$ cat src/rtl/vend_pkg.sv
// Shared types and constants for the vending-machine controller.
package vend_pkg;

    // Controller modes: accepting credit, paying change, refunding credit.
    typedef enum logic [1:0] {
        IDLE     = 2'd0,
        VEND_CHG = 2'd1,
        REFUND   = 2'd2
    } state_t;

    // Coin values in cents.
    localparam logic [8:0] C5  = 9'd5;
    localparam logic [8:0] C10 = 9'd10;
    localparam logic [8:0] C25 = 9'd25;

    // Coin choice produced by the change selector.
    typedef enum logic [1:0] {
        COIN_NONE = 2'd0,
        COIN_C5   = 2'd1,
        COIN_C10  = 2'd2,
        COIN_C25  = 2'd3
    } coin_t;

    // Value in cents of a selected coin (zero when nothing is selected).
    function automatic logic [8:0] coin_value(input coin_t c);
        logic [8:0] v;
        v = 9'd0;
        case (c)
            COIN_C5:  v = C5;
            COIN_C10: v = C10;
            COIN_C25: v = C25;
            default:  v = 9'd0;
        endcase
        return v;
    endfunction

endpackage

$ cat src/rtl/vend_if.sv
// Bus between the vending controller and its coin mechanism / host.
//
// Handshake: there is no valid/ready pairing on this bus. Every input is
// sampled on each rising clock edge: detect_X and buy/return_coins are
// single-cycle pulses, amount is meaningful whenever buy is high, and
// empty_X are levels. Every output is registered; ok and return_X are
// single-cycle pulses (one high cycle per event / per coin), total and busy
// are levels.
interface vend_if;
    logic       detect_5;
    logic       detect_10;
    logic       detect_25;
    logic       buy;
    logic       return_coins;
    logic [8:0] amount;
    logic       empty_5;
    logic       empty_10;
    logic       empty_25;
    logic       ok;
    logic       return_5;
    logic       return_10;
    logic       return_25;
    logic [8:0] total;
    logic       busy;

    // Host / coin-mechanism side.
    modport master (
        output detect_5, detect_10, detect_25, buy, return_coins, amount,
               empty_5, empty_10, empty_25,
        input  ok, return_5, return_10, return_25, total, busy
    );

    // Controller side.
    modport slave (
        input  detect_5, detect_10, detect_25, buy, return_coins, amount,
               empty_5, empty_10, empty_25,
        output ok, return_5, return_10, return_25, total, busy
    );

    // Test driver side, same direction as the host.
    modport TB (
        output detect_5, detect_10, detect_25, buy, return_coins, amount,
               empty_5, empty_10, empty_25,
        input  ok, return_5, return_10, return_25, total, busy
    );

    // Passive observers of the whole bus.
    modport MONITOR (
        input detect_5, detect_10, detect_25, buy, return_coins, amount,
              empty_5, empty_10, empty_25,
              ok, return_5, return_10, return_25, total, busy
    );

    modport DUT_MON (
        input detect_5, detect_10, detect_25, buy, return_coins, amount,
              empty_5, empty_10, empty_25,
              ok, return_5, return_10, return_25, total, busy
    );

endinterface

$ cat src/rtl/vend_change_sel.sv
// Greedy coin selector used while paying change or refunding credit.
// Picks the largest coin that fits in total and whose tube is not empty.
// If that coin's return line is already busy with a bounce this cycle,
// nothing is dispensed (the dispenser waits a cycle rather than
// substituting a smaller coin).
module vend_change_sel
    import vend_pkg::*;
(
    input  logic [8:0] total,
    input  logic       empty_5,
    input  logic       empty_10,
    input  logic       empty_25,
    input  logic [2:0] bounce_mask,   // {25, 10, 5}
    output coin_t      coin
);

    coin_t greedy;

    // Greedy pick, then veto it if its line carries a bounce this cycle.
    always_comb begin
        greedy = COIN_NONE;
        if (total >= C25 && !empty_25) begin
            greedy = COIN_C25;
        end else if (total >= C10 && !empty_10) begin
            greedy = COIN_C10;
        end else if (total >= C5 && !empty_5) begin
            greedy = COIN_C5;
        end

        coin = greedy;
        case (greedy)
            COIN_C25: if (bounce_mask[2]) coin = COIN_NONE;
            COIN_C10: if (bounce_mask[1]) coin = COIN_NONE;
            COIN_C5:  if (bounce_mask[0]) coin = COIN_NONE;
            default:  coin = COIN_NONE;
        endcase
    end

endmodule

$ cat src/rtl/vend_ctrl.sv
// Vending-machine controller: credit accumulation, sale acceptance,
// coin bouncing and change/refund sequencing. All outputs are registered.
// MAX_CREDIT must be <= 511 and a multiple of 5.
module vend_ctrl
    import vend_pkg::*;
#(
    parameter int unsigned MAX_CREDIT = 500
) (
    input  logic   clk,
    input  logic   rst,        // asynchronous, active low
    vend_if.slave  bus,
    output state_t dbg_state
);

    localparam logic [9:0] MAX_CREDIT_W = 10'(MAX_CREDIT);

    state_t     state_q, state_d;
    logic [8:0] total_q, total_d;
    logic       ok_q, ok_d;
    logic       ret5_q, ret5_d;
    logic       ret10_q, ret10_d;
    logic       ret25_q, ret25_d;
    logic       busy_q, busy_d;

    logic [2:0] detect_vec;
    logic [9:0] coin_add;
    logic [9:0] credit_sum;
    logic [8:0] base;
    logic       sale;
    logic       refund_req;
    logic       credit_ok;
    logic [2:0] bounce;
    logic [2:0] disp;
    coin_t      sel;

    assign detect_vec = {bus.detect_25, bus.detect_10, bus.detect_5};

    // Value of all coins detected this cycle (10 bits so the ceiling check cannot wrap).
    always_comb begin
        coin_add = 10'd0;
        if (bus.detect_5)  coin_add = coin_add + 10'(C5);
        if (bus.detect_10) coin_add = coin_add + 10'(C10);
        if (bus.detect_25) coin_add = coin_add + 10'(C25);
    end

    // Sale/refund decisions and coin crediting; the sale is judged on the old credit.
    always_comb begin
        sale       = 1'b0;
        refund_req = 1'b0;
        base       = total_q;
        credit_sum = {1'b0, total_q} + coin_add;
        credit_ok  = 1'b0;
        bounce     = 3'b000;
        if (state_q == IDLE) begin
            refund_req = bus.return_coins && (total_q != 9'd0);
            sale       = !bus.return_coins && bus.buy &&
                         (bus.amount != 9'd0) && (total_q >= bus.amount);
            base       = sale ? (total_q - bus.amount) : total_q;
            credit_sum = {1'b0, base} + coin_add;
            if (credit_sum <= MAX_CREDIT_W) begin
                credit_ok = 1'b1;
            end else begin
                bounce = detect_vec;
            end
        end else begin
            // While paying out, every inserted coin goes straight back.
            bounce = detect_vec;
        end
    end

    vend_change_sel u_change_sel (
        .total       (total_q),
        .empty_5     (bus.empty_5),
        .empty_10    (bus.empty_10),
        .empty_25    (bus.empty_25),
        .bounce_mask (bounce),
        .coin        (sel)
    );

    // Next-state and registered-output logic for the controller FSM.
    always_comb begin
        state_d = state_q;
        total_d = total_q;
        ok_d    = 1'b0;
        disp    = 3'b000;
        case (state_q)
            IDLE: begin
                ok_d    = sale;
                total_d = credit_ok ? credit_sum[8:0] : base;
                if (refund_req) begin
                    state_d = REFUND;
                end else if (sale && (base != 9'd0)) begin
                    state_d = VEND_CHG;
                end
            end
            VEND_CHG, REFUND: begin
                if (total_q < C5) begin
                    // Sub-nickel remainder cannot be paid out; it is forfeited.
                    total_d = 9'd0;
                    state_d = IDLE;
                end else if (sel != COIN_NONE) begin
                    total_d = total_q - coin_value(sel);
                    case (sel)
                        COIN_C25: disp = 3'b100;
                        COIN_C10: disp = 3'b010;
                        default:  disp = 3'b001;
                    endcase
                    if (total_d == 9'd0) begin
                        state_d = IDLE;
                    end
                end
                // Otherwise stall: no eligible coin this cycle.
            end
            default: begin
                state_d = IDLE;
                total_d = 9'd0;
            end
        endcase

        ret25_d = bounce[2] | disp[2];
        ret10_d = bounce[1] | disp[1];
        ret5_d  = bounce[0] | disp[0];
        busy_d  = (state_d != IDLE);
    end

    // State and output registers; reset drops every pulse and discards credit.
    always_ff @(posedge clk or negedge rst) begin
        if (!rst) begin
            state_q <= IDLE;
            total_q <= 9'd0;
            ok_q    <= 1'b0;
            ret5_q  <= 1'b0;
            ret10_q <= 1'b0;
            ret25_q <= 1'b0;
            busy_q  <= 1'b0;
        end else begin
            state_q <= state_d;
            total_q <= total_d;
            ok_q    <= ok_d;
            ret5_q  <= ret5_d;
            ret10_q <= ret10_d;
            ret25_q <= ret25_d;
            busy_q  <= busy_d;
        end
    end

    assign bus.ok        = ok_q;
    assign bus.return_5  = ret5_q;
    assign bus.return_10 = ret10_q;
    assign bus.return_25 = ret25_q;
    assign bus.total     = total_q;
    assign bus.busy      = busy_q;
    assign dbg_state     = state_q;

endmodule

$ cat src/flat_wrapper.sv
// flat-port wrapper written by rule: the top's interface ports become plain ports
module vend_ctrl_flat import vend_pkg::*;
#(
    parameter int unsigned MAX_CREDIT = 500
)
  (clk, rst, dbg_state, bus_detect_5, bus_detect_10, bus_detect_25, bus_buy, bus_return_coins, bus_amount, bus_empty_5, bus_empty_10, bus_empty_25, bus_ok, bus_return_5, bus_return_10, bus_return_25, bus_total, bus_busy);
  vend_if bus_i ();
  input  logic clk;
  input  logic rst;
  output state_t dbg_state;
  input wire logic [$bits(bus_i.detect_5)-1:0] bus_detect_5;
  input wire logic [$bits(bus_i.detect_10)-1:0] bus_detect_10;
  input wire logic [$bits(bus_i.detect_25)-1:0] bus_detect_25;
  input wire logic [$bits(bus_i.buy)-1:0] bus_buy;
  input wire logic [$bits(bus_i.return_coins)-1:0] bus_return_coins;
  input wire logic [$bits(bus_i.amount)-1:0] bus_amount;
  input wire logic [$bits(bus_i.empty_5)-1:0] bus_empty_5;
  input wire logic [$bits(bus_i.empty_10)-1:0] bus_empty_10;
  input wire logic [$bits(bus_i.empty_25)-1:0] bus_empty_25;
  output wire logic [$bits(bus_i.ok)-1:0] bus_ok;
  output wire logic [$bits(bus_i.return_5)-1:0] bus_return_5;
  output wire logic [$bits(bus_i.return_10)-1:0] bus_return_10;
  output wire logic [$bits(bus_i.return_25)-1:0] bus_return_25;
  output wire logic [$bits(bus_i.total)-1:0] bus_total;
  output wire logic [$bits(bus_i.busy)-1:0] bus_busy;
  assign bus_i.detect_5 = bus_detect_5;
  assign bus_i.detect_10 = bus_detect_10;
  assign bus_i.detect_25 = bus_detect_25;
  assign bus_i.buy = bus_buy;
  assign bus_i.return_coins = bus_return_coins;
  assign bus_i.amount = bus_amount;
  assign bus_i.empty_5 = bus_empty_5;
  assign bus_i.empty_10 = bus_empty_10;
  assign bus_i.empty_25 = bus_empty_25;
  assign bus_ok = bus_i.ok;
  assign bus_return_5 = bus_i.return_5;
  assign bus_return_10 = bus_i.return_10;
  assign bus_return_25 = bus_i.return_25;
  assign bus_total = bus_i.total;
  assign bus_busy = bus_i.busy;
  vend_ctrl #(.MAX_CREDIT(MAX_CREDIT)) u_core (.clk(clk), .rst(rst), .bus(bus_i), .dbg_state(dbg_state));
endmodule
$ cat config.mk
export PLATFORM = sky130hd
export DESIGN_NAME = vend_ctrl_flat
export DESIGN_NICKNAME = d
export VERILOG_FILES = /design/src/rtl/vend_pkg.sv /design/src/rtl/vend_if.sv /design/src/rtl/vend_change_sel.sv /design/src/rtl/vend_ctrl.sv /design/src/flat_wrapper.sv
export SDC_FILE = /design/constraint.sdc
export NUM_CORES = 1
export LEC_CHECK = 0
export ABC_AREA = 1
export CAP_MARGIN = 10
export CORE_ASPECT_RATIO = 0.7
export CORE_MARGIN = 3
export CORE_UTILIZATION = 60
export CTS_CLUSTER_SIZE = 40
export DETAILED_ROUTE_END_ITERATION = 16
export PLACE_DENSITY_LB_ADDON = 0.25
export SLEW_MARGIN = 20
export SYNTH_ARGS = -nofsm -noshare
export SYNTH_HDL_FRONTEND = slang
export SYNTH_HIERARCHICAL = 1
export SYNTH_SLANG_ARGS = --single-unit
$ cat constraint.sdc
create_clock -name clk -period 15.7 [get_ports clk]
set_input_delay 3.14 -clock clk [delete_from_list [all_inputs] [get_ports clk]]
set_output_delay 3.14 -clock clk [all_outputs]
set_load 0.02 [all_outputs]
# Yosys cells after proc, flatten, opt, wreduce, memory -nomap -nowiden
# Cells that the tools add are included.
[word_totals] input_bits=19 latch_bits=0 regBits=16 rom_bits=0 elab_cells=87 out_inout_bits=16 mem_count=0 mem_bits_rw=0
[op_classes] bitwise_logic=3 n_mux=37 div_mod_pow=0 n_reduce_logical=20 addsub=5 magnitude_cmp=6 shifts=0 n_mul=0 n_eq_ne=9
[op_table] cell="$mux W9" n=8
[op_table] cell="$reduce_bool A9 Y1" n=3
[op_table] cell="$mux W10" n=2
[op_table] cell="$mux W2" n=10
[op_table] cell="$mux W3" n=6
[op_table] cell="$pmux W9 S2" n=1
[op_table] cell="$sub A9 B9 Y9" n=2
[op_table] cell="$pmux W5 S3" n=1
[op_table] cell="$add A10 B5 Y10 const B" n=1
[op_table] cell="$add A9 B10 Y10" n=1
[op_table] cell="$eq A2 B2 Y1 const B" n=5
[op_table] cell="$le A10 B9 Y1 const B" n=1
[op_table] cell="$ge A9 B3 Y1 const B" n=1
[op_table] cell="$ge A9 B4 Y1 const B" n=1
[op_table] cell="$ge A9 B5 Y1 const B" n=1
[op_table] cell="$ge A9 B9 Y1" n=1
[op_table] cell="$logic_not A9 Y1" n=1
[op_table] cell="$lt A9 B3 Y1 const B" n=1
[op_table] cell="$logic_and A1 B1 Y1" n=8
[op_table] cell="$eq A2 B1 Y1 const B" n=3
[op_table] cell="$mux W1" n=6
[op_table] cell="$pmux W2 S3" n=1
[op_table] cell="$pmux W3 S2" n=1
[op_table] cell="$add A3 B4 Y5 const B" n=1
[op_table] cell="7 further kinds" n=13

# Longest topological paths before layout
# Gate-level depths: netlist of the first run.
[depth] depth_word=23 ltp_mapped=47 depth_no_buf=45

# Cells and area by module
# Netlist of the first run, hierarchy kept.
[modules_own_cells] module="vend_ctrl" area_per_inst_um2=2334.7 instances=1 seq_area_each_um2=400.4 cells_each=381
[modules_own_cells] module="vend_change_sel" area_per_inst_um2=166.4 instances=1 seq_area_each_um2=0.0 cells_each=32

# Worst setup path before layout of the first run
# Ideal clock, no wire load.
[synth_path] path_kind="input port to flip-flop" from="input port bus_amount[4]" to="register u_core.busy_q, in the netlist u_core/bus.busy" stages=40 path_slack_ns=6.986 path_buffers=2 required_ns=15.582 arrival_ns=8.597 cell_sequence="inv_1 -> ha_1 -> a21oi_1 -> nand2_1 -> nand2_1 -> nand4_2 -> nand2_2 -> clkbuf_1 -> nand2_1 -> o21ai_0 -> ha_1 -> inv_1 -> fa_1 -> o31ai_1 -> nand3_1 -> nand2_1 -> nand3_1 -> nand2_1 -> [4 not listed] -> buf_6 -> nor2_1 -> nand3b_1 -> o21ai_1 -> inv_1 -> or2_2 -> fa_1 -> a31oi_1 -> nor2_1 -> nor3_1 -> nand3_1 -> xor2_1 -> nor3_1 -> nand3_1 -> nand2_1 -> o21ai_0 -> nand3_1 -> nand2_1"
[synth_via] elab_chain_cells=22 word_cells_on_any_way=35 classes_between="3 x add/sub; 2 x order compare; 3 x eq/ne; 19 x mux; 8 x reduce/logical"
[synth_lines] item="start: declaration" line_no="flat_wrapper.sv:16" rtl="input wire logic [$bits(bus_i.amount)-1:0] bus_amount;"
[synth_lines] item="parallel branches: the longest is 3 deep, another holds $ge A9 B9 Y1"
[synth_lines] item="$mux W9 (*)" line_no="vend_ctrl.sv:58" rtl="base = sale ? (total_q - bus.amount) : total_q;"
[synth_lines] item="$add A9 B10 Y10 (*)" line_no="vend_ctrl.sv:59" rtl="credit_sum = {1'b0, base} + coin_add;"
[synth_lines] item="$le A10 B9 Y1 (*)" line_no="vend_ctrl.sv:60" rtl="if (credit_sum <= MAX_CREDIT_W) begin"
[synth_lines] item="$mux W3 (*)" line_no="vend_ctrl.sv:60"
[synth_lines] item="$mux W3 (*)" line_no="vend_ctrl.sv:54" rtl="if (state_q == IDLE) begin"
[synth_lines] item="named net u_core.bounce[2]" line_no="vend_ctrl.sv:32" rtl="logic [2:0] bounce;"
[synth_lines] item="$mux W2 (*)" line_no="vend_change_sel.sv:32" rtl="COIN_C25: if (bounce_mask[2]) coin = COIN_NONE;"
[synth_lines] item="[1 not listed]"
[synth_lines] item="named net u_core.sel[1]" line_no="vend_ctrl.sv:34" rtl="coin_t sel;"
[synth_lines] item="[5 not listed]"
[synth_lines] item="$sub A9 B9 Y9" line_no="vend_ctrl.sv:102" rtl="total_d = total_q - coin_value(sel);"
[synth_lines] item="$logic_not A9 Y1" line_no="vend_ctrl.sv:108" rtl="if (total_d == 9'd0) begin"
[synth_lines] item="$mux W2" line_no="vend_ctrl.sv:108"
[synth_lines] item="$mux W2 (*)" line_no="vend_ctrl.sv:101" rtl="end else if (sel != COIN_NONE) begin"
[synth_lines] item="$mux W2 (*)" line_no="vend_ctrl.sv:97" rtl="if (total_q < C5) begin"
[synth_lines] item="$pmux W2 S2 (*)" line_no="vend_ctrl.sv:86" rtl="case (state_q)"
[synth_lines] item="$reduce_bool A2 Y1 (*)" line_no="vend_ctrl.sv:123" rtl="busy_d = (state_d != IDLE);"
[synth_lines] item="named net u_core.busy_d" line_no="vend_ctrl.sv:23" rtl="logic busy_q, busy_d;"
[synth_lines] item="end signal: assignment" line_no="vend_ctrl.sv:143" rtl="busy_q <= busy_d;"
[synth_lines] item="end: declaration" line_no="vend_ctrl.sv:23"
# Mark *: on every way through the listed nets, which the timed path passes. The select of a mux whose other input is x is not followed.
# A chain may end at the register's enable or synchronous reset.

# Worst setup path after layout of the first run
# Same ends and word-level chain as after synthesis.

==> results of run 1 <==
==> layout make-up <==
class	count	area (um2)
Sequential cell	16	400
Tap cell	50	62.6
Inverter	76	285
Fill cell	293	847
Timing Repair Buffer	34	340
Multi-Input combinational cell	315	1780
Clock buffer	3	41.3
==> metal layers <==
metal	part of all wire	global-route usage	routed length, um	vias to the layer above
met5	0	0	0	-
met4	0.0067	0.0280	45	0
met3	0.096	0.0496	644	11
met1	0.47	0.402	3150	1201
li1	-	-	-	1384
met2	0.43	0.438	2890	163
==> path summary, 6_finish.rpt <==
check	startpoint	to	slack, ns	cells past startpoint
min in group asynchronous	rst	u_core/bus.total[2]	3.33	1
worst max register to register	u_core/bus.total[4]	u_core/bus.busy	8.48	32
worst min register to register	u_core/bus.total[0]	u_core/bus.total[0]	0.68	2
worst min-delay path	u_core/bus.total[0]	u_core/bus.total[0]	0.68	2
worst max-delay path	bus_amount[4]	u_core/bus.busy	5.73	34
max in group asynchronous	rst	u_core/bus.total[4]	11.91	1
==> worst min-delay path, cell delays in order, from the launching register on <==
cell and delay [ns]:
dfrtp_1 0.46, nand2_1 0.11, nand2_1 0.06
==> synth_stat cells, types with 4 or more instances <==
| master | n | area (um2) |
|---|---|---|
| nor3_1 | 6 | 30.0 |
| o21ai_0 | 11 | 55.1 |
| dfrtp_1 | 16 | 400 |
| clkbuf_1 | 4 | 15.0 |
| nand2_2 | 7 | 43.8 |
| a21oi_1 | 18 | 90.1 |
| inv_1 | 73 | 274 |
| nor2_1 | 35 | 131 |
| o22ai_1 | 4 | 25.0 |
| nand2_1 | 117 | 439 |
| nand3_1 | 35 | 175 |
| ha_1 | 25 | 313 |
| o21ai_1 | 4 | 20.0 |
| nand4_1 | 11 | 68.8 |
| xor2_1 | 13 | 114 |
==> cell families (layout without fill, tap and decap cells) <==
kind of cell	after synthesis	after routing
and+or+nand+nor	226	226
buffers and inverters	82	113
AOI/OAI and AO/OA	45	45
adders and majority gates	28	28
xor gates and xnor gates	16	16
DFF	16	16
==> through the flow <==
| stage | worst slack [ns] | std cells |
|---|---|---|
| floorplan | 6.99 | 413 |
| global placement | 5.99 | 491 |
| detailed placement | 5.70 | 491 |
| CTS | 5.91 | 494 |
| global route | 5.13 | 494 |
| finish | 5.73 | 494 |
==> registers in the layout, indices dropped and copies added (netlist names) <==
| register | flops |
|---|---|
| u_core/bus.return_10 | 1 |
| u_core/dbg_state | 2 |
| u_core/bus.ok | 1 |
| u_core/bus.busy | 1 |
| u_core/bus.total | 9 |
| u_core/bus.return_5 | 1 |
| u_core/bus.return_25 | 1 |
==> key figures, run 1 <==
Clocking
  • Clock Path Buffers: 2
  • Hold buffers post-CTS: 0
  • Clock Pin Slew Worst Setup and Hold Paths: 0.06 ns
  • CTS Buf Count: 3
  • Htree depth: 1
  • Worst skew pair latency: about 0.25 ns
  • Clk sinks: 16
  • Post-CTS setup buffers: 0
  • TritonCTS clock tree: built
  • Clk root buf: clkbuf_8
  • Resized cells post-CTS: 0

Route
  • Pre-antenna DRT Iters: 7
  • Antenna Violating Nets Remaining: 0
  • Vias: 2759
  • Drt total wl: 6.73 mm
  • Vias per inst: between 5 and 6
  • Post-DR wirelength/cell: 13.6 um
  • First DRT Iteration DRCs: a little under 400
  • DRC errors left: 0

STA
  • Hold slack: 0.677 ns
  • Period minus WS final: roughly 10 ns
  • Slew HR: 0.502
  • Post-route clock skew: 0.00367 ns
  • Worst-Margin Slew: 0.745 ns
  • Fin. max-slew vios: 0
  • Final hold vios: 0
  • Max Clock Freq: 100 MHz
  • RSZ-0062 raised after global routing: false
  • Final setup viols: 0
  • Setup TNS: 0 ns
  • Period utilisation layout: 0.635

Hold path
  • Hold WC Path Type: reg2reg

Synth
  • Simple logic cell fraction of the synthesized area: 0.405
  • Top_reg_cell synth: dfrtp_1
  • Syn. warnings: 6
  • Synth Area in Compound Gates: 0.104
  • Post-synth cell types: 37
  • Ys async rst share: 1.00
  • Post-Synthesis Cells: 413
  • Yosys reg bits: 16
  • Post-Synth XOR/XNOR Area: 0.0560
  • Post-synth EDFFs: 0
  • Mux cell area share after synthesis: 0
  • Largest family of logic cells by synthesized area: simple AND/OR/NAND/NOR gates
  • Syn Nets: 460
  • Mapped Area: 0.00250 mm2
  • Part of the Yosys area used for sequential elements: 0.160
  • Adder-cell share of the synthesized area: 0.149
  • Syn avg cell area: a little over 6 um2

Critical path
  • Crit Path Max Fanout: 17
  • Crit path kind: in2reg
  • Slowest stage cell, crit path: clkdlybuf4s50_1
  • Arrival @ worst endpoint: 10.11 ns
  • Setup crit end kind: flip-flop
  • Worst path required time: roughly 16 ns
  • Most frequent CP cell: nand3_1
  • Crit start category: primary input
  • CP max stage delay: ~0.45 ns
  • Largest delay contributor family on the critical path: simple AND/OR/NAND/NOR gates
  • Bufs and invs on worst path: 4

Finish
  • Fraction of layout cells with a size suffix above 1: 0.0586
  • Design Area, Final: 0.00291 mm2
  • Commonest non-fill, non-tap cell in the layout: nand2_1
  • Layout Utilization: 0.775
  • Antenna fix cells: 0
  • Area delta synth->final: 16.5%
  • # nets final: 493
  • Most frequent cells in the layout: 117 x nand2_1, 73 x inv_1, 35 x nor2_1, 35 x nand3_1, 34 x clkdlybuf4s50_1

Floorplanning
  • Initial Util: 0.665
  • Core Region: 0.00376 mm2
  • Ports: 35
  • Die X: 83.2 um
  • Die Ht: 60.0 um
  • DIE AREA: between 0.004 and 0.005 mm2
  • Row cnt: 18

Placed design
  • Gpl congestion: 0.957
  • Port bufs: 34
  • Placed cell area: 0.00287 mm2
  • DP Wirelength: 5.52 mm

Global route
  • All-layer global routing usage: 0.274
  • Largest net degree at the start of global routing: 18
  • Overflow after GRT: 0
  • Vias in the first global route: 2369
  • Initial antenna violation count: 0
  • First-pass GRT wire length: about 11 mm

Flow run
  • Max Cap Viol: 0

Status
  • Outcome: complete, no violations
Power of run 1 is left out: the tool's default activity adds up to more than one toggle a clock period on the data nets, which glitch-free logic cannot reach.
==> inputs of run 2 (changes only) <==
CORE_UTILIZATION = 56   (was 60)
clock period = 10 ns   (was 15.7 ns; I/O delays follow)
==> key figures, run 2 (synthesis gave the netlist of run 1 again) <==
Clocking
  • Resized cells post-CTS: 0 (unchanged)
  • CTS Buf Count: 3 (unchanged)
  • Hold buffers post-CTS: 0 (unchanged)
  • Post-CTS setup buffers: 0 (unchanged)
  • Worst skew pair latency: 0.25 ns (about the same)
  • TritonCTS clock tree: built
  • Clk sinks: 16 (unchanged)
  • Clock Path Buffers: 2 (unchanged)
  • Clk root buf: clkbuf_8
  • Clock Pin Slew Worst Setup and Hold Paths: 0.07 ns (about the same)
  • Htree depth: 1 (unchanged)

Global route
  • Initial antenna violation count: 0 (unchanged)
  • Overflow after GRT: 0 (unchanged)
  • All-layer global routing usage: 0.257 (-0.0171)
  • Largest net degree at the start of global routing: 18 (unchanged)
  • Vias in the first global route: 2317 (-2.2%)
  • First-pass GRT wire length: 10.7 mm (-2.1%)

Route
  • Antenna Violating Nets Remaining: 0 (unchanged)
  • DRC errors left: 0 (unchanged)
  • First DRT Iteration DRCs: 345 (-11%)
  • Pre-antenna DRT Iters: 5 (-2)
  • Post-DR wirelength/cell: 13.5 um (-1.1%)
  • Vias: 2758 (-0.036%)
  • Drt total wl: 6.68 mm (-0.70%)
  • Vias per inst: 5.56 (-0.44%)

Floorplanning
  • DIE AREA: 0.00532 mm2 (+6.5%)
  • Row cnt: 19 (+1)
  • Ports: 35 (unchanged)
  • Initial Util: 0.608 (-0.0568)
  • Die X: 85.9 um (+3.3%)
  • Die Ht: 61.9 um (+3.2%)
  • Core Region: 0.00411 mm2 (+9.3%)

Critical path
  • Crit Path Max Fanout: 17 (unchanged)
  • Worst path required time: 10.14 ns (-5.70 ns)
  • Crit path kind: in2reg
  • CP max stage delay: 0.47 ns (+0.02 ns)
  • Slowest stage cell, crit path: fa_1
  • Setup crit end kind: flip-flop
  • Crit start category: primary input
  • Most frequent CP cell: nand3_1
  • Arrival @ worst endpoint: 8.81 ns (-1.30 ns)

Finish
  • Area delta synth->final: 16.6% (about the same)
  • Fraction of layout cells with a size suffix above 1: 0.0586 (unchanged)
  • Max reg flops: 9 (unchanged)
  • # nets final: 493 (unchanged)
  • Commonest non-fill, non-tap cell in the layout: nand2_1
  • Cell Count, Final, Fillers Out: 496 (+0.40%)
  • Most frequent cells in the layout: 117 x nand2_1, 73 x inv_1, 35 x nor2_1, 35 x nand3_1, 34 x clkdlybuf4s50_1
  • Antenna fix cells: 0 (unchanged)

STA
  • Slew HR: 0.514 (+0.0118)
  • Setup TNS: 0 ns (unchanged)
  • Final setup viols: 0 (unchanged)
  • Final hold vios: 0 (unchanged)
  • RSZ-0062 raised after global routing: false
  • Post-route clock skew: 0.00607 ns (+0.00239 ns)
  • Fin. max-slew vios: 0 (unchanged)
  • Worst-Margin Slew: 0.727 ns (-0.0181 ns)
  • Max Clock Freq: approximately 120 MHz
  • Period utilisation layout: 0.867
  • Period minus WS final: 8.67 ns

Placed design
  • Port bufs: 34 (unchanged)
  • DP Wirelength: 5.54 mm (+0.43%)
  • Gpl congestion: 0.943 (-1.5%)
  • Inst Count DP: 493 (+0.41%)

Status
  • Outcome: complete, no violations

Hold path
  • Hold WC Path Type: reg2reg

Flow run
  • Max Cap Viol: 0 (unchanged)
run 2: metrics by stage:
stage	hold slack [ns]	area (um2)	util	setup slack [ns]
floorplan	0.661	2500	-	2.43
global placement	0.624	2880	0.699	1.46
detailed placement	0.641	2880	0.699	1.20
CTS	0.655	2920	0.709	1.49
global route	0.691	2920	0.709	0.686
finish	0.668	2920	0.709	1.33
run 2: critical path: cells and delay by family:
kind | cells | cell delay (ns)
AOI/OAI and AO/OA | 5 | 1.24
buffers and inverters | 4 | 0.71
adders and majority gates | 3 | 1.27
and+or+nand+nor | 20 | 3.37
xor gates and xnor gates | 1 | 0.19
run 2: cell type report:
class / count / area (um2)
Multi-Input combinational cell: 315 / 1780
Sequential cell: 16 / 400
Inverter: 76 / 285
Tap cell: 52 / 65.1
Timing Repair Buffer: 34 / 340
Fill cell: 370 / 1200
Clock buffer: 3 / 41.3
run 2: worst paths after layout:
check | start | end | slack, ns | cells after the start
max | bus_amount[5] | u_core/bus.busy | 1.33 | 33
min | u_core/bus.total[0] | u_core/bus.total[0] | 0.67 | 2
max reg2reg | u_core/bus.total[5] | u_core/bus.busy | 2.98 | 31
min reg2reg | u_core/bus.total[0] | u_core/bus.total[0] | 0.67 | 2
max in group asynchronous | rst | u_core/bus.return_10 | 7.35 | 1
min in group asynchronous | rst | u_core/dbg_state[1] | 2.18 | 1
run 2: layer usage:
| layer | up-vias | share of wire | global-route usage |
|---|---|---|---|
| met3 | 14 | 0.10 | 0.0632 |
| met5 | - | 0 | 0 |
| met2 | 150 | 0.41 | 0.393 |
| met1 | 1209 | 0.47 | 0.380 |
| met4 | 0 | 0.014 | 0.0271 |
| li1 | 1385 | - | - |
Power of run 2 is left out for the same reason.
==> inputs of run 3 (changes only) <==
CORE_UTILIZATION = 58   (was 56)
CTS_BUF_LIST = sky130_fd_sc_hd__clkbuf_8   (was unset)
==> key figures, run 3 (synthesis gave the netlist of run 1 again) <==
Status
  • Outcome: complete, no violations

Floorplanning
  • Row cnt: 19 (unchanged)
  • Die X: 84.5 um (-1.6%)
  • Ports: 35 (unchanged)
  • Core Region: 0.00404 mm2 (-1.7%)
  • DIE AREA: 0.00515 mm2 (-3.2%)
  • Initial Util: 0.619 (+0.0107)
  • Die Ht: 60.9 um (-1.6%)

Critical path
  • Worst path required time: 10.15 ns (about the same)
  • Crit start category: primary input
  • Arrival @ worst endpoint: 8.98 ns (+0.17 ns)
  • Bufs and invs on worst path: 4 (unchanged)
  • Setup crit end kind: flip-flop
  • Slowest stage cell, crit path: clkdlybuf4s50_1
  • Largest delay contributor family on the critical path: simple AND/OR/NAND/NOR gates
  • Crit path kind: in2reg
  • CP max stage delay: 0.45 ns (-0.02 ns)
  • Crit Path Max Fanout: 17 (unchanged)
  • Most frequent CP cell: nand3_1

Placed design
  • Worst slack, placed: 1.06 ns (-0.137 ns)
  • Gpl congestion: 0.984 (+4.3%)
  • Placed cell area: 0.00288 mm2 (unchanged)
  • DP Wirelength: 5.63 mm (+1.5%)
  • Port bufs: 34 (unchanged)

Route
  • Post-DR wirelength/cell: 13.9 um (+3.1%)
  • First DRT Iteration DRCs: 259 (-25%)
  • Vias per inst: 5.55 (-0.24%)
  • DRC errors left: 0 (unchanged)
  • Pre-antenna DRT Iters: 5 (unchanged)
  • Vias: 2757 (-0.036%)
  • Drt total wl: 6.90 mm (+3.3%)
  • Antenna Violating Nets Remaining: 0 (unchanged)

Global route
  • Overflow after GRT: 0 (unchanged)
  • All-layer global routing usage: 0.279 (+0.0219)
  • Largest net degree at the start of global routing: 18 (unchanged)
  • Vias in the first global route: 2413 (+4.1%)
  • Initial antenna violation count: 0 (unchanged)
  • First-pass GRT wire length: 11.3 mm (+5.7%)

STA
  • Max Clock Freq: 113 MHz (-1.7%)
  • Final WS setup: 1.18 ns (-0.154 ns)
  • RSZ-0062 raised after global routing: false
  • Slew HR: 0.496 (-0.0174)
  • Period minus WS final: 8.82 ns (+0.154 ns)
  • Post-route clock skew: 0.00155 ns (-0.00451 ns)
  • Final setup viols: 0 (unchanged)
  • Worst-Margin Slew: 0.753 ns (+0.0264 ns)
  • Fin. max-slew vios: 0 (unchanged)
  • Setup TNS: 0 ns (unchanged)
  • Period utilisation layout: 0.882 (+0.0154)
  • Final hold vios: 0 (unchanged)

Finish
  • Max reg flops: 9 (unchanged)
  • Antenna fix cells: 0 (unchanged)
  • Area delta synth->final: 17.2%
  • Most frequent cells in the layout: 117 x nand2_1, 73 x inv_1, 35 x nor2_1, 35 x nand3_1, 34 x clkdlybuf4s50_1
  • Commonest non-fill, non-tap cell in the layout: nand2_1
  • Fraction of layout cells with a size suffix above 1: 0.0607 (+0.00212)
  • # nets final: 493 (unchanged)
  • Design Area, Final: 0.00293 mm2 (+0.47%)

Clocking
  • Clock Pin Slew Worst Setup and Hold Paths: 0.07 ns (about the same)
  • Worst skew pair latency: 0.26 ns (about the same)
  • Resized cells post-CTS: 0 (unchanged)
  • Clock Path Buffers: 2 (unchanged)
  • Htree depth: 1 (unchanged)
  • Hold buffers post-CTS: 0 (unchanged)
  • Clk sinks: 16 (unchanged)
  • TritonCTS clock tree: built
  • Post-CTS setup buffers: 0 (unchanged)
  • Clk root buf: clkbuf_8
  • CTS Buf Count: 3 (unchanged)

Flow run
  • Max Cap Viol: 0 (unchanged)

Hold path
  • Hold WC Path Type: reg2reg
-- run 3: layout make-up --
cell class / count / area (um2)
Multi-Input combinational cell: 315 / 1780
Sequential cell: 16 / 400
Tap cell: 52 / 65.1
Fill cell: 338 / 1110
Clock buffer: 4 / 55.1
Timing Repair Buffer: 34 / 340
Inverter: 76 / 285
-- run 3: tightest hold or removal path: stages, from the launching register on --
cell	delay [ns]
dfrtp_1	0.46
nand2_1	0.11
nand2_1	0.05
-- run 3: path summary, 6_finish.rpt --
kind                            depth (start not counted)                    to           startpoint  slack [ns]
worst max-delay path                                   34       u_core/bus.busy        bus_amount[4]        1.18
worst max register to register                         32       u_core/bus.busy  u_core/bus.total[5]        2.80
worst min-delay path                                    2   u_core/bus.total[0]  u_core/bus.total[0]        0.65
min in group asynchronous                               1   u_core/bus.total[6]                  rst        2.18
max in group asynchronous                               1  u_core/bus.return_10                  rst        7.35
worst min register to register                          2   u_core/bus.total[0]  u_core/bus.total[0]        0.65
-- run 3: through the flow --
step	hold slack (ns)	utilization	cells
3_5_place_dp	0.627	0.711	493
2_1_floorplan	0.661	-	413
4_1_cts	0.657	0.725	497
6_report	0.653	0.725	497
3_3_place_gp	0.615	0.711	493
5_1_grt	0.691	0.725	497
-- run 3: per-layer routing --
metal / global-route usage / wire, um / share of wire / up-vias
met5: 0 / 0 / 0 / -
met2: 0.453 / 2950 / 0.43 / 136
met4: 0.0406 / 68 / 0.0098 / 0
li1: - / - / - / 1389
met3: 0.0448 / 677 / 0.098 / 12
met1: 0.406 / 3200 / 0.46 / 1220
Power of run 3 is left out for the same reason.
==> RTL change, RTL diff (settings of run 2) <==
Make the reset (`rst`) synchronous in one clocked block. Comments in the files are not updated.
--- a/src/rtl/vend_ctrl.sv
+++ b/src/rtl/vend_ctrl.sv
@@ -126,3 +126,3 @@
     // State and output registers; reset drops every pulse and discards credit.
-    always_ff @(posedge clk or negedge rst) begin
+    always_ff @(posedge clk) begin
         if (!rst) begin
Function: differs if rst is asserted again (counterexample within 4 cycles, from zero or initial values and one cycle with rst low); with rst held inactive, the same outputs for 4 cycles.
==> RTL change against run 2 <==
- worst setup slack better by 0.50 ns
- area after synthesis rose by 0.25%
- worst hold slack worse by 0.064 ns
- cell area up 1.1%
- count of clock-buffer cells in the layout grew 1
- wire length increased by 7.3%
- first-iteration DRC count rose by 4.6%
- sequential cell count is the same
- critical endpoint is now u_core/bus.busy
==> RTL change: results (changes against run 2) <==
status complete, no violations (unchanged); Met2 Wirelength 2950 um (was 2750 um); WL per Instance 14.3 um (was 13.5 um); Critical Path Slowest Stage Cell clkdlybuf4s50_1 (was fa_1); Non-Filler Instances 501 (was 496); met2 Usage GRT 0.395 (was 0.393); syn_nets 463 (was 460); Final HPWL DP 5850 um (was 5540 um); CP Max Fanout 19 (was 17); gr usage total 0.265 (was 0.257); vias in the first global route 2,349 (was 2,317); sequential cell area fraction in the yosys report 0.128 (was 0.160); synth cell count leaders 105 x nand2_1, 71 x inv_1, 46 x nand3_1 (was 117 x nand2_1, 73 x inv_1, 35 x nand3_1, 35 x nor2_1, 25 x ha_1); placer congestion estimate 1.10 (was 0.943); global-route wire length before repair 11,300 um (was 10,700 um); met3 wire len 861 um (was 695 um); Arrival @ worst endpoint 8.27 ns (was 8.81 ns); initial DRC count 361 (was 345); largest net degree at the start of global routing 20 (was 18); share of layout cells above drive strength 1 0.0869 (was 0.0586); DRT met1 WL 3330 um (was 3150 um); met1 global-route usage 0.403 (was 0.380); Async SR Flop Fraction 0 (was 1.00); Max Clock Skew 0.000940 ns (was 0.00607 ns); Slew HR 0.600 (was 0.514); Distinct cells, synth 38 (was 37); dpl ws 1.72 ns (was 1.20 ns); via count 2,786 (was 2,758)
[RTL change: cell count changes after synthesis, sizes merged, moves of 6 or more]
cell,delta
nand2,-11
nor2,+6
dfxtp,+16
nand4,-8
a21oi,+8
dfrtp,-16
nand3,+12
[RTL change: logic make-up (layout without fill, tap and decap cells)]
kind of cell / Yosys count / in the layout / share of synthesized area
buf+inv: 80 / 113 / 0.123
flops: 16 / 16 / 0.128
fa+ha+maj: 28 / 28 / 0.149
compound gates: 55 / 55 / 0.130
xor+xnor: 13 / 13 / 0.0454
simple gates: 224 / 224 / 0.425
[RTL change: power groups by stage]
stage	clock (mW)	combinational, mW	sequential (mW)
4_1_cts	0.0556	0.741	0.129
5_1_grt	0.0589	0.840	0.133
3_3_place_gp	0	0.720	0.129
6_report	0.0549	0.763	0.130
2_1_floorplan	0	0.539	0.137
3_5_place_dp	0	0.735	0.130
[RTL change: cell type report]
| type | instances | area, um2 |
|---|---|---|
| well taps | 52 | 65.1 |
| flip-flops and latches | 16 | 320 |
| inverters | 75 | 289 |
| repair buffers | 34 | 340 |
| fillers | 364 | 1160 |
| clock buffers | 4 | 55.1 |
| multi-input cells | 320 | 1880 |
[RTL change: worst register-to-register path: cells and delay by family, from the launching register on]
kind            cells  cell delay (ns)
simple gates       22             2.30
buf+inv             6             0.47
compound gates      5             1.20
xor+xnor            1             0.18
fa+ha+maj           5             1.55
flops               1             0.63
[RTL change: path summary, 6_finish.rpt]
path / startpoint / end / slack (ns) / depth (start not counted)
worst min-delay path: u_core/bus.total[0] / u_core/bus.total[0] / 0.60 / 2
worst max register to register: u_core/bus.total[3] / u_core/bus.busy / 3.55 / 39
worst min register to register: u_core/bus.total[0] / u_core/bus.total[0] / 0.60 / 2
worst max-delay path: bus_amount[5] / u_core/bus.busy / 1.83 / 41
